### src/rtl/router_pkg.sv
// Shared constants for the Router1x3 datapath: byte width, header field
// positions and the reserved destination address.
package router_pkg;

  localparam int DATA_WIDTH = 8;

  localparam int LEN_MSB  = DATA_WIDTH - 1;
  localparam int LEN_LSB  = 2;
  localparam int ADDR_MSB = 1;
  localparam int ADDR_LSB = 0;

  localparam logic [1:0] ADDR_INVALID = 2'b11;

endpackage

### src/rtl/router_parity_chk.sv
// Per-packet integrity checker: running XOR parity, payload byte count,
// captured parity byte and the parity_done / err flags returned to the FSM.
module router_parity_chk
  import router_pkg::*;
#(
  parameter int DATA_WIDTH = router_pkg::DATA_WIDTH
) (
  input  logic                  clock,
  input  logic                  resetn,
  input  logic                  pkt_valid,
  input  logic [DATA_WIDTH-1:0] data_in,
  input  logic                  fifo_full,
  input  logic                  detect_add,
  input  logic                  lfd_state,
  input  logic                  ld_state,
  input  logic                  laf_state,
  input  logic                  full_state,
  input  logic                  rst_int_reg,
  input  logic                  low_pkt_valid,
  input  logic [DATA_WIDTH-1:0] header,
  input  logic [DATA_WIDTH-1:0] hold_byte,
  output logic                  parity_done,
  output logic                  err
);

  // Length field top bit follows an overridden byte width.
  localparam int LEN_TOP = LEN_MSB + (DATA_WIDTH - router_pkg::DATA_WIDTH);
  localparam int CNT_W   = LEN_TOP - LEN_LSB + 1;

  logic [DATA_WIDTH-1:0] int_parity;
  logic [DATA_WIDTH-1:0] pkt_parity;
  logic [CNT_W-1:0]      byte_cnt;
  logic [CNT_W-1:0]      header_len;
  logic                  take_din_parity;
  logic                  take_hold_parity;
  logic                  cnt_inc;

  assign header_len       = header[LEN_TOP:LEN_LSB];
  assign take_din_parity  = ld_state & ~fifo_full & ~pkt_valid;
  assign take_hold_parity = laf_state & low_pkt_valid & ~parity_done;
  // A byte replayed from hold_byte is payload unless it was the parity byte.
  assign cnt_inc = (ld_state & pkt_valid & ~fifo_full) |
                   (laf_state & ~parity_done & ~low_pkt_valid);

  always_ff @(posedge clock or negedge resetn) begin
    if (!resetn) begin
      int_parity <= '0;
      byte_cnt   <= '0;
    end else if (detect_add) begin
      int_parity <= '0;
      byte_cnt   <= '0;
    end else begin
      if (lfd_state)
        int_parity <= int_parity ^ header;
      else if (ld_state && pkt_valid && !full_state)
        int_parity <= int_parity ^ data_in;
      if (cnt_inc && byte_cnt != '1)
        byte_cnt <= byte_cnt + 1'b1;
    end
  end

  always_ff @(posedge clock or negedge resetn) begin
    if (!resetn) begin
      pkt_parity  <= '0;
      parity_done <= 1'b0;
    end else begin
      if (take_din_parity)
        pkt_parity <= data_in;
      else if (take_hold_parity)
        pkt_parity <= hold_byte;
      if (take_din_parity || take_hold_parity)
        parity_done <= 1'b1;
      else if (detect_add)
        parity_done <= 1'b0;
    end
  end

  // err is held until the next packet header so the FSM can sample it late.
  always_ff @(posedge clock or negedge resetn) begin
    if (!resetn)
      err <= 1'b0;
    else if (detect_add)
      err <= 1'b0;
    else if (rst_int_reg && parity_done)
      err <= (int_parity != pkt_parity) || (byte_cnt != header_len);
  end

endmodule

### src/rtl/router_reg.sv
// Router1x3 datapath register stage: header latch, full-FIFO hold byte,
// dout steering and low_pkt_valid, with the parity checker alongside.
module router_reg
  import router_pkg::*;
#(
  parameter int DATA_WIDTH = router_pkg::DATA_WIDTH
) (
  input  logic                  clock,
  input  logic                  resetn,
  input  logic                  pkt_valid,
  input  logic [DATA_WIDTH-1:0] data_in,
  input  logic                  fifo_full,
  input  logic                  detect_add,
  input  logic                  lfd_state,
  input  logic                  ld_state,
  input  logic                  laf_state,
  input  logic                  full_state,
  input  logic                  rst_int_reg,
  output logic [DATA_WIDTH-1:0] dout,
  output logic                  parity_done,
  output logic                  low_pkt_valid,
  output logic                  err
);

  logic [DATA_WIDTH-1:0] header;
  logic [DATA_WIDTH-1:0] hold_byte;
  logic                  header_en;

  assign header_en = detect_add & pkt_valid &
                     (data_in[ADDR_MSB:ADDR_LSB] != ADDR_INVALID);

  always_ff @(posedge clock or negedge resetn) begin
    if (!resetn) begin
      header    <= '0;
      hold_byte <= '0;
    end else begin
      if (header_en)
        header <= data_in;
      if (ld_state && fifo_full)
        hold_byte <= data_in;
    end
  end

  // A byte arriving against a full FIFO leaves dout alone; it is replayed later.
  always_ff @(posedge clock or negedge resetn) begin
    if (!resetn)
      dout <= '0;
    else if (lfd_state)
      dout <= header;
    else if (ld_state) begin
      if (!fifo_full)
        dout <= data_in;
    end else if (laf_state)
      dout <= hold_byte;
  end

  always_ff @(posedge clock or negedge resetn) begin
    if (!resetn)
      low_pkt_valid <= 1'b0;
    else if (ld_state && !pkt_valid)
      low_pkt_valid <= 1'b1;
    else if (rst_int_reg)
      low_pkt_valid <= 1'b0;
  end

  router_parity_chk #(
    .DATA_WIDTH(DATA_WIDTH)
  ) u_parity_chk (
    .clock        (clock),
    .resetn       (resetn),
    .pkt_valid    (pkt_valid),
    .data_in      (data_in),
    .fifo_full    (fifo_full),
    .detect_add   (detect_add),
    .lfd_state    (lfd_state),
    .ld_state     (ld_state),
    .laf_state    (laf_state),
    .full_state   (full_state),
    .rst_int_reg  (rst_int_reg),
    .low_pkt_valid(low_pkt_valid),
    .header       (header),
    .hold_byte    (hold_byte),
    .parity_done  (parity_done),
    .err          (err)
  );

endmodule
### config.mk
export PLATFORM = sky130hd
export DESIGN_NAME = router_reg
export DESIGN_NICKNAME = d
export VERILOG_FILES = /design/src/rtl/router_pkg.sv /design/src/rtl/router_parity_chk.sv /design/src/rtl/router_reg.sv
export SDC_FILE = /design/constraint.sdc
export NUM_CORES = 1
export LEC_CHECK = 0
export CAP_MARGIN = 20
export CORE_UTILIZATION = 30
export DETAILED_ROUTE_END_ITERATION = 8
export SLEW_MARGIN = 20
export SYNTH_ARGS = -nofsm -noshare
export SYNTH_HDL_FRONTEND = slang
export SYNTH_SLANG_ARGS = --single-unit
### constraint.sdc
create_clock -name clock -period 2.5 [get_ports clock]
set_clock_uncertainty 0.15 [all_clocks]
set_input_delay 0.5 -clock clock [delete_from_list [all_inputs] [get_ports clock]]
set_output_delay 0.5 -clock clock [all_outputs]
set_load 0.1 [all_outputs]
; ---- Word level (Yosys, flattened, before mapping)
; Index checks and enable logic that the tools add are counted.
; W data, S select, Z words.
[totals]
word_cells = 67
input_bits = 18
register_bits = 49
output_inout_bits = 11
[op_classes]
reduce_logical = 18
muxes = 17
eq_ne = 5
n_bitwise = 17
addsub = 1
[op_table]
columns = op, n
row1 = $mux W8, 9
row2 = $xor A8 B8 Y8, 2
row3 = $mux W6, 2
row4 = $and A1 B1 Y1, 10
row5 = $reduce_bool A2 Y1, 5
row6 = $ne A8 B8 Y1, 1
row7 = $add A6 B1 Y6 const B, 1
row8 = $logic_and A1 B1 Y1, 6
row9 = $mux W1, 6
row10 = $ne A6 B6 Y1, 1
row11 = $ne A6 B6 Y1 const B, 1
row12 = $reduce_bool A3 Y1, 2
row13 = $not A1 Y1, 4
row14 = $ne A3 B3 Y1 const B, 1
row15 = $logic_not A1 Y1, 2
row16 = $logic_or A1 B1 Y1, 2
row17 = $ne A2 B2 Y1 const B, 1
row18 = $reduce_and A2 Y1, 1
row19 = $or A1 B1 Y1, 1

; ---- Longest topological paths before layout
; Gate-level depths: netlist (run 1).
[depth]
ltp_word = 7
mapped_depth = 7
ltp_nobuf = 5

; ---- Cells and area by module
; Synthesis (run 1) repeated with hierarchy kept, for this count alone.
[hier_totals]
hier_cells = 228
area_unflattened_um2 = 2516.2
[by_module_without_submodules]
columns = module, seq_area_each_um2, area_each_um2, instances, cells_per_inst
row1 = router_parity_chk, 600.6, 1320.0, 1, 132
row2 = router_reg, 625.6, 1196.1, 1, 96

; ---- Least setup slack after synthesis (run 1)
; Ideal clock, no wire load.
[synth_path]
path_kind = register -> register
start = register u_parity_chk.parity_done
end = register u_parity_chk.parity_done
synth_period_minus_slack_ps = 2004
setup_ps = 124
stages_incl_launch_ff = 6
required_time_ps = 2226
t_arrival_ps = 1730
path_slack_ps = 496
path_buffers = 2
path_cell_list = dfrtp_1 inv_1 a31o_1 buf_4 buf_6 o21bai_1
[synth_via]
elab_chain_len = 4
elab_cells_between_ends = 5
cone_classes = mux (1) / bitwise (2) / reduce/logical (2)
[synth_rtl]
columns = element, line_no
row1 = start: declaration, router_parity_chk.sv:22  ; output logic parity_done,
row2 = start signal: assignment, router_parity_chk.sv:65  ; parity_done <= 1'b0;
row3 = start signal: assignment, router_parity_chk.sv:72  ; parity_done <= 1'b1;
row4 = start signal: assignment, router_parity_chk.sv:74  ; parity_done <= 1'b0;
row5 = $not A1 Y1 *, router_parity_chk.sv:40  ; assign take_hold_parity = laf_state & low_pkt_valid & ~parity_done;
row6 = $and A1 B1 Y1 *, router_parity_chk.sv:40
row7 = $logic_or A1 B1 Y1 *, router_parity_chk.sv:71  ; if (take_din_parity || take_hold_parity)
row8 = $mux W1 or $reduce_bool A2 Y1 (tied branches), -
; Every way passes the cells marked *; elsewhere a longest branch is shown, timed or not.
; A chain may end at the register's enable or synchronous reset.

; ---- Final worst setup path (run 1)
[layout_path]
start = input ld_state
end = register dout[1]
[layout_via]
elab_chain_len = 2
elab_cells_between_ends = 5
cone_classes = eq/ne (1) / mux (2) / reduce/logical (2)
[layout_rtl]
columns = element, line_no
row1 = start: declaration, router_reg.sv:15  ; input logic ld_state,
row2 = $ne A3 B3 Y1 (no source line) (tied with other cells), -
row3 = $reduce_and A2 Y1 (no source line) or $mux W8 (tied branches), -
row4 = end signal: assignment, router_reg.sv:49  ; dout <= header;
row5 = end signal: assignment, router_reg.sv:52  ; dout <= data_in;
row6 = end signal: assignment, router_reg.sv:54  ; dout <= hold_byte;
row7 = end: declaration, router_reg.sv:19  ; output logic [DATA_WIDTH-1:0] dout,
; Several ways; a longest one is shown, not always the timed one.

==> results of run 1 <==
## through the flow
stage          hold slack, ps  instance area (um2)  total power [mW]
2_1_floorplan            54.4                 2420              1.51
3_3_place_gp              281                 2830              1.70
3_5_place_dp              288                 2830              1.71
4_1_cts                   385                 2920              2.17
5_1_grt                   397                 2920              2.26
6_report                  376                 2920              2.15
## Yosys cell counts, types with 2 or more instances
library cell and number:
o21bai_1 2, nand3_1 3, dfrtp_1 49, xor2_1 15
nor4_1 2, buf_6 2, nand2_1 4, mux2_2 14
mux2i_1 18, buf_4 2, nor2_1 27, nand4_1 2
buf_2 3, o21ai_0 9, clkbuf_1 2, nor2b_1 3
a22oi_1 15, xnor2_1 9, a21oi_1 9, inv_1 3
## flip-flops by register name, summed over array words and instances (netlist names)
| name | count |
|---|---|
| u_parity_chk.int_parity | 8 |
| header | 8 |
| low_pkt_valid | 1 |
| hold_byte | 8 |
| u_parity_chk.pkt_parity | 8 |
| u_parity_chk.byte_cnt | 6 |
| u_parity_chk.parity_done | 1 |
| dout | 8 |
| u_parity_chk.err | 1 |
## area by class of cell
| type | count | area, um2 | share of cell area, % |
|---|---|---|---|
| clock buffer | 6 | 72.6 | 2.49 |
| clock inverter | 2 | 10.0 | 0.343 |
| inverter | 3 | 11.3 | 0.386 |
| multi-input combinational | 151 | 1120 | 38.3 |
| sequential | 49 | 1230 | 42.0 |
| tap | 102 | 128 | 4.37 |
| timing repair buffer | 40 | 353 | 12.1 |
## worst register-to-register path, stage by stage, from the launching register on
cell     delay, ps
dfrtp_1        460
ha_1           250
nand3_1        150
o22ai_2        140
or3_1          360
a21oi_1        140
## where the power goes
group          internal, mW  total, mW  switching [mW]  leakage, nW
Sequential            0.921       1.04           0.115        0.601
Clock                 0.195      0.461           0.266       0.0450
Combinational         0.241      0.648           0.407        0.614
Total                  1.36       2.15           0.789         1.26
## path summary, 6_finish.rpt
kind / start / end / slack, ps / cells past startpoint
min in group asynchronous: resetn / u_parity_chk.byte_cnt[2] / 500 / 2
max: ld_state / dout[1] / 430 / 5
max in group asynchronous: resetn / u_parity_chk.pkt_parity[0] / 1090 / 3
min: dout[0] / dout[0] / 380 / 2
max reg2reg: u_parity_chk.byte_cnt[0] / u_parity_chk.byte_cnt[3] / 780 / 5
min reg2reg: dout[0] / dout[0] / 380 / 2
## cells by family after synthesis
| kind of cell | after synthesis |
|---|---|
| buffers and inverters | 12 |
| AND/OR/NAND/NOR | 50 |
| multiplexers | 32 |
| XOR/XNOR | 24 |
| flip-flops | 49 |
| adder cells (fa/ha/maj) | 1 |
| AO/OA/AOI/OAI | 44 |
## metal layers
layer | track usage, % | up-vias | share of wire (%) | routed length, um
met2 | 21.8 | 41 | 46 | 2630
met1 | 20.8 | 861 | 48 | 2710
met4 | 5.34 | 0 | 1.7 | 98
met5 | 0 | - | 0 | 0
li1 | - | 832 | - | -
met3 | 3.07 | 8 | 4.7 | 266
==> impl_metrics.yaml, run 1 <==
status:
  status: "finished, final reports clean"
clock_tree:
  cts.hold.buffers_added: 1
  clockRootBuffer: "clkbuf_8"
  post_cts_buffers: 0
  cts_tree: "built"
  worstSkewPairLatency_ps: 300
  cts_max_level: 2
  postCtsResizedCells: 0
  cts.sinks: 49
  clkSlewWorstSetupHoldPaths_ps: 80
  cts_buffer_depth: 2
  cts_buffers: 5
route:
  routedWlPerCell_um: 16.2
  dr.pass1.iters: 4
  vias: 1742
  viasPerCell: 4.93
  finalWirelength_um: 5710
  drc_errors: 0
  ant_nets: 0
  drtIter0Drc: 151
timing:
  hold_viol_final: 0
  setup_viol: 0
  tns_ps: 0
  slew_viol_final: 0
  slew_headroom_pct: 55.6
  finalWorstSetupSlack_ps: 427
  rsz0062_at_grt: "no"
  timing.final.crit_share_pct: 82.9
  period_minus_slack_ps: 2070
  tightest_slew_ps: 662
  fmax_mhz: 482
yosys:
  synth_compound_area_share_pct: 12.3
  postSynth.asyncResetShare_pct: 100
  yosysWarnings: 0
  synth_xor_area_share_pct: 8.70
  synth.area.top_cells: "dfrtp_1, mux2i_1, mux2_2"
  muxShareOfSynthArea_pct: 14.0
  synthFlopType: "dfrtp_1"
  synth_top_cell_by_area: "dfrtp_1"
  synth_nets: 231
  synth_area_mm2: 0.00242
  ys_ff_latch: 49
  synthDistinctLibCells: 39
  synth_simple_gate_area_share_pct: 10.8
  synth_cells: 212
  synth_top_family_by_area: "multiplexers"
  avgSynthCellArea_um2: 11.4
  synthAdderAreaFrac_pct: 0.518
  yosysSeqAreaShare_pct: 50.8
  synth_top_area_share_pct: 50.8
  synth_edf_count: 0
critical_path:
  required_ps: 2570
  path_cells: "clkdlybuf4s50_1 > nor2b_1 > nor3_2 > a22oi_1 > o21ai_0"
  cp_top_family: "simple AND/OR/NAND/NOR gates"
  cp_data_arrival_time_ps: 2150
  path_buf_inv: 1
  worst_path_max_delay_cell: "clkdlybuf4s50_1"
  worst-path-max-fanout: 9
  end_kind: "register"
  critPathLaunchType: "input port"
  crit_type: "input port to register"
  max_stage_delay_ps: 580
die:
  die_w_um: 91.7
  ios: 29
  die_area_mm2: 0.00842
  start_util_pct: 31.1
  row_count: 32
  fp.dieH_um: 91.7
  core_mm2: 0.00777
layout:
  syn_to_final_growth_pct: 20.8
  diodes: 0
  layout_commonest_cell: "dfrtp_1"
  fill_cells: 817
  fin_nets: 269
  fin_util_pct: 37.6
  post_route_cells_drive_above_1_share_pct: 19.5
  final_cell_mix: "dfrtp_1, nor2_1, buf_4, mux2i_1, clkdlybuf4s50_1"
  final_cell_count_no_fill: 353
power_and_ir_drop:
  powerDensity_mw_per_mm2: 735
  irDropWorstVdd_uv: 306
  p_leak_nw: 1.26
run:
  drv_cap: 0
global_route:
  antenna_found_initial: 0
  grtUsageTotal_pct: 14.6
  grt_pass1_vias: 1726
  grt_pass1_wl_um: 9310
  grt_overflow: 0
  grt_max_degree: 21
placement:
  dp.final_hpwl_um: 4130
  port_buffers: 28
  gp_congestion: 0.763
  dp.cells: 344
  dp_slack_ps: 149
hold_path:
  min_path_type: "register to register"
Power figures use the tool's default switching activity.
==> run 2, diff against run 1 <==
==> constraint.sdc (replaced) <==
create_clock -name clock -period 2.1 [get_ports clock]
set_clock_uncertainty 0.15 [all_clocks]
set_input_delay 0.42 -clock clock [delete_from_list [all_inputs] [get_ports clock]]
set_output_delay 0.42 -clock clock [all_outputs]
set_load 0.1 [all_outputs]
==> impl_metrics.yaml, run 2 (synthesis results as in run 1) <==
clock_tree:
  worstSkewPairLatency_ps: 300
  cts.sinks: 49
  cts_max_level: 2
  cts.hold.buffers_added: 0
  clkSlewWorstSetupHoldPaths_ps: 90
  cts_buffer_depth: 2
  post_cts_buffers: 0
  clockRootBuffer: "clkbuf_8"
  cts_tree: "built"
  cts_buffers: 5
  postCtsResizedCells: 0
layout:
  syn_to_final_growth_pct: 27.1
  fill_cells: 784
  final_cell_mix: "dfrtp_1, nor2_1, mux2i_1, buf_4, clkdlybuf4s50_1"
  fin_util_pct: 39.5
  fin_nets: 274
  diodes: 0
  finalInstanceArea_mm2: 0.00307
  layout_commonest_cell: "dfrtp_1"
  post_route_cells_drive_above_1_share_pct: 21.5
die:
  start_util_pct: 31.1
  fp.dieH_um: 91.7
  die_area_mm2: 0.00842
  core_mm2: 0.00777
  ios: 29
  die_w_um: 91.7
  row_count: 32
critical_path:
  required_ps: 2180
  r2r_cells: 5
  regToRegEndpoint: "u_parity_chk.byte_cnt[3]"
  path_buf_inv: 1
  path_cells: "clkdlybuf4s50_1 > and3b_1 > o22ai_2 > or3_1 > a21oi_1"
  worst-path-stages: 5
  cp_data_arrival_time_ps: 1980
  worst-path-max-fanout: 6
  cp_top_family: "simple AND/OR/NAND/NOR gates"
  end_kind: "register"
  r2r_start: "u_parity_chk.byte_cnt[0]"
  max_stage_delay_ps: 610
  r2r_slack_ps: 360
  crit_type: "input port to register"
  worst_path_max_delay_cell: "clkdlybuf4s50_1"
  critPathLaunchType: "input port"
placement:
  dp.final_hpwl_um: 4150
  dp_slack_ps: -109
  placed_area_mm2: 0.00298
  gp_congestion: 0.793
  port_buffers: 28
route:
  routedWlPerCell_um: 16.0
  finalWirelength_um: 5720
  wl_met3_um: 217
  dr.max_layer_used: "met4"
  drtIter0Drc: 90
  drc_errors: 0
  wl_met1_um: 2780
  ant_nets: 0
  dr.pass1.iters: 4
  viasPerCell: 4.82
  wl_met2_um: 2660
  vias: 1726
timing:
  slew_headroom_pct: 57.2
  hold_viol_final: 0
  fmax_mhz: 525
  tightest_slew_ps: 643
  setup_viol: 0
  rsz0062_at_grt: "no"
  tns_ps: 0
  timing.final.crit_share_pct: 90.6
  slew_viol_final: 0
  finalWorstSetupSlack_ps: 197
  period_minus_slack_ps: 1900
global_route:
  grt_overflow: 0
  grt_pass1_vias: 1816
  grtUsageTotal_pct: 14.9
  antenna_found_initial: 0
  grt_pass1_wl_um: 9600
  grt_max_degree: 50
power_and_ir_drop:
  p_leak_nw: 1.32
  powerDensity_mw_per_mm2: 867
  irDropWorstVdd_uv: 355
status:
  status: "finished, final reports clean"
run:
  drv_cap: 0
hold_path:
  min_path_type: "input port to async pin"
## run 2: through the flow
stage	hold WS [ps]	cells	power (mW)
3_3_place_gp	361	350	2.12
5_1_grt	117	358	2.82
6_report	75.1	358	2.66
3_5_place_dp	352	350	2.13
4_1_cts	95.3	358	2.69
2_1_floorplan	-25.6	212	1.79
## run 2: power by group
group	switching (mW)	internal [mW]	leakage, nW
logic	0.488	0.361	0.676
clock network	0.323	0.235	0.0374
registers	0.159	1.10	0.601
## run 2: area by class of cell
class | count | area (um2) | area share [%]
clock inverters | 2 | 15.0 | 0.489
clock buffers | 6 | 72.6 | 2.36
repair buffers | 45 | 500 | 16.3
multi-input cells | 151 | 1120 | 36.4
flip-flops and latches | 49 | 1230 | 39.9
inverters | 3 | 11.3 | 0.367
well taps | 102 | 128 | 4.15
## run 2: worst max path at each step
stage / start / end
finish: pkt_valid / u_parity_chk.byte_cnt[3]
CTS: pkt_valid / u_parity_chk.byte_cnt[3]
global placement: pkt_valid / u_parity_chk.byte_cnt[3]
global route: ld_state / dout[3]
floorplan: u_parity_chk.parity_done / u_parity_chk.parity_done
detailed placement: pkt_valid / u_parity_chk.byte_cnt[3]
## run 2: metal layers
metal / vias to the layer above / GRT usage (%)
li1: 840 / -
met1: 839 / 21.0
met2: 39 / 23.0
met3: 8 / 3.40
met4: 0 / 4.17
met5: - / 0
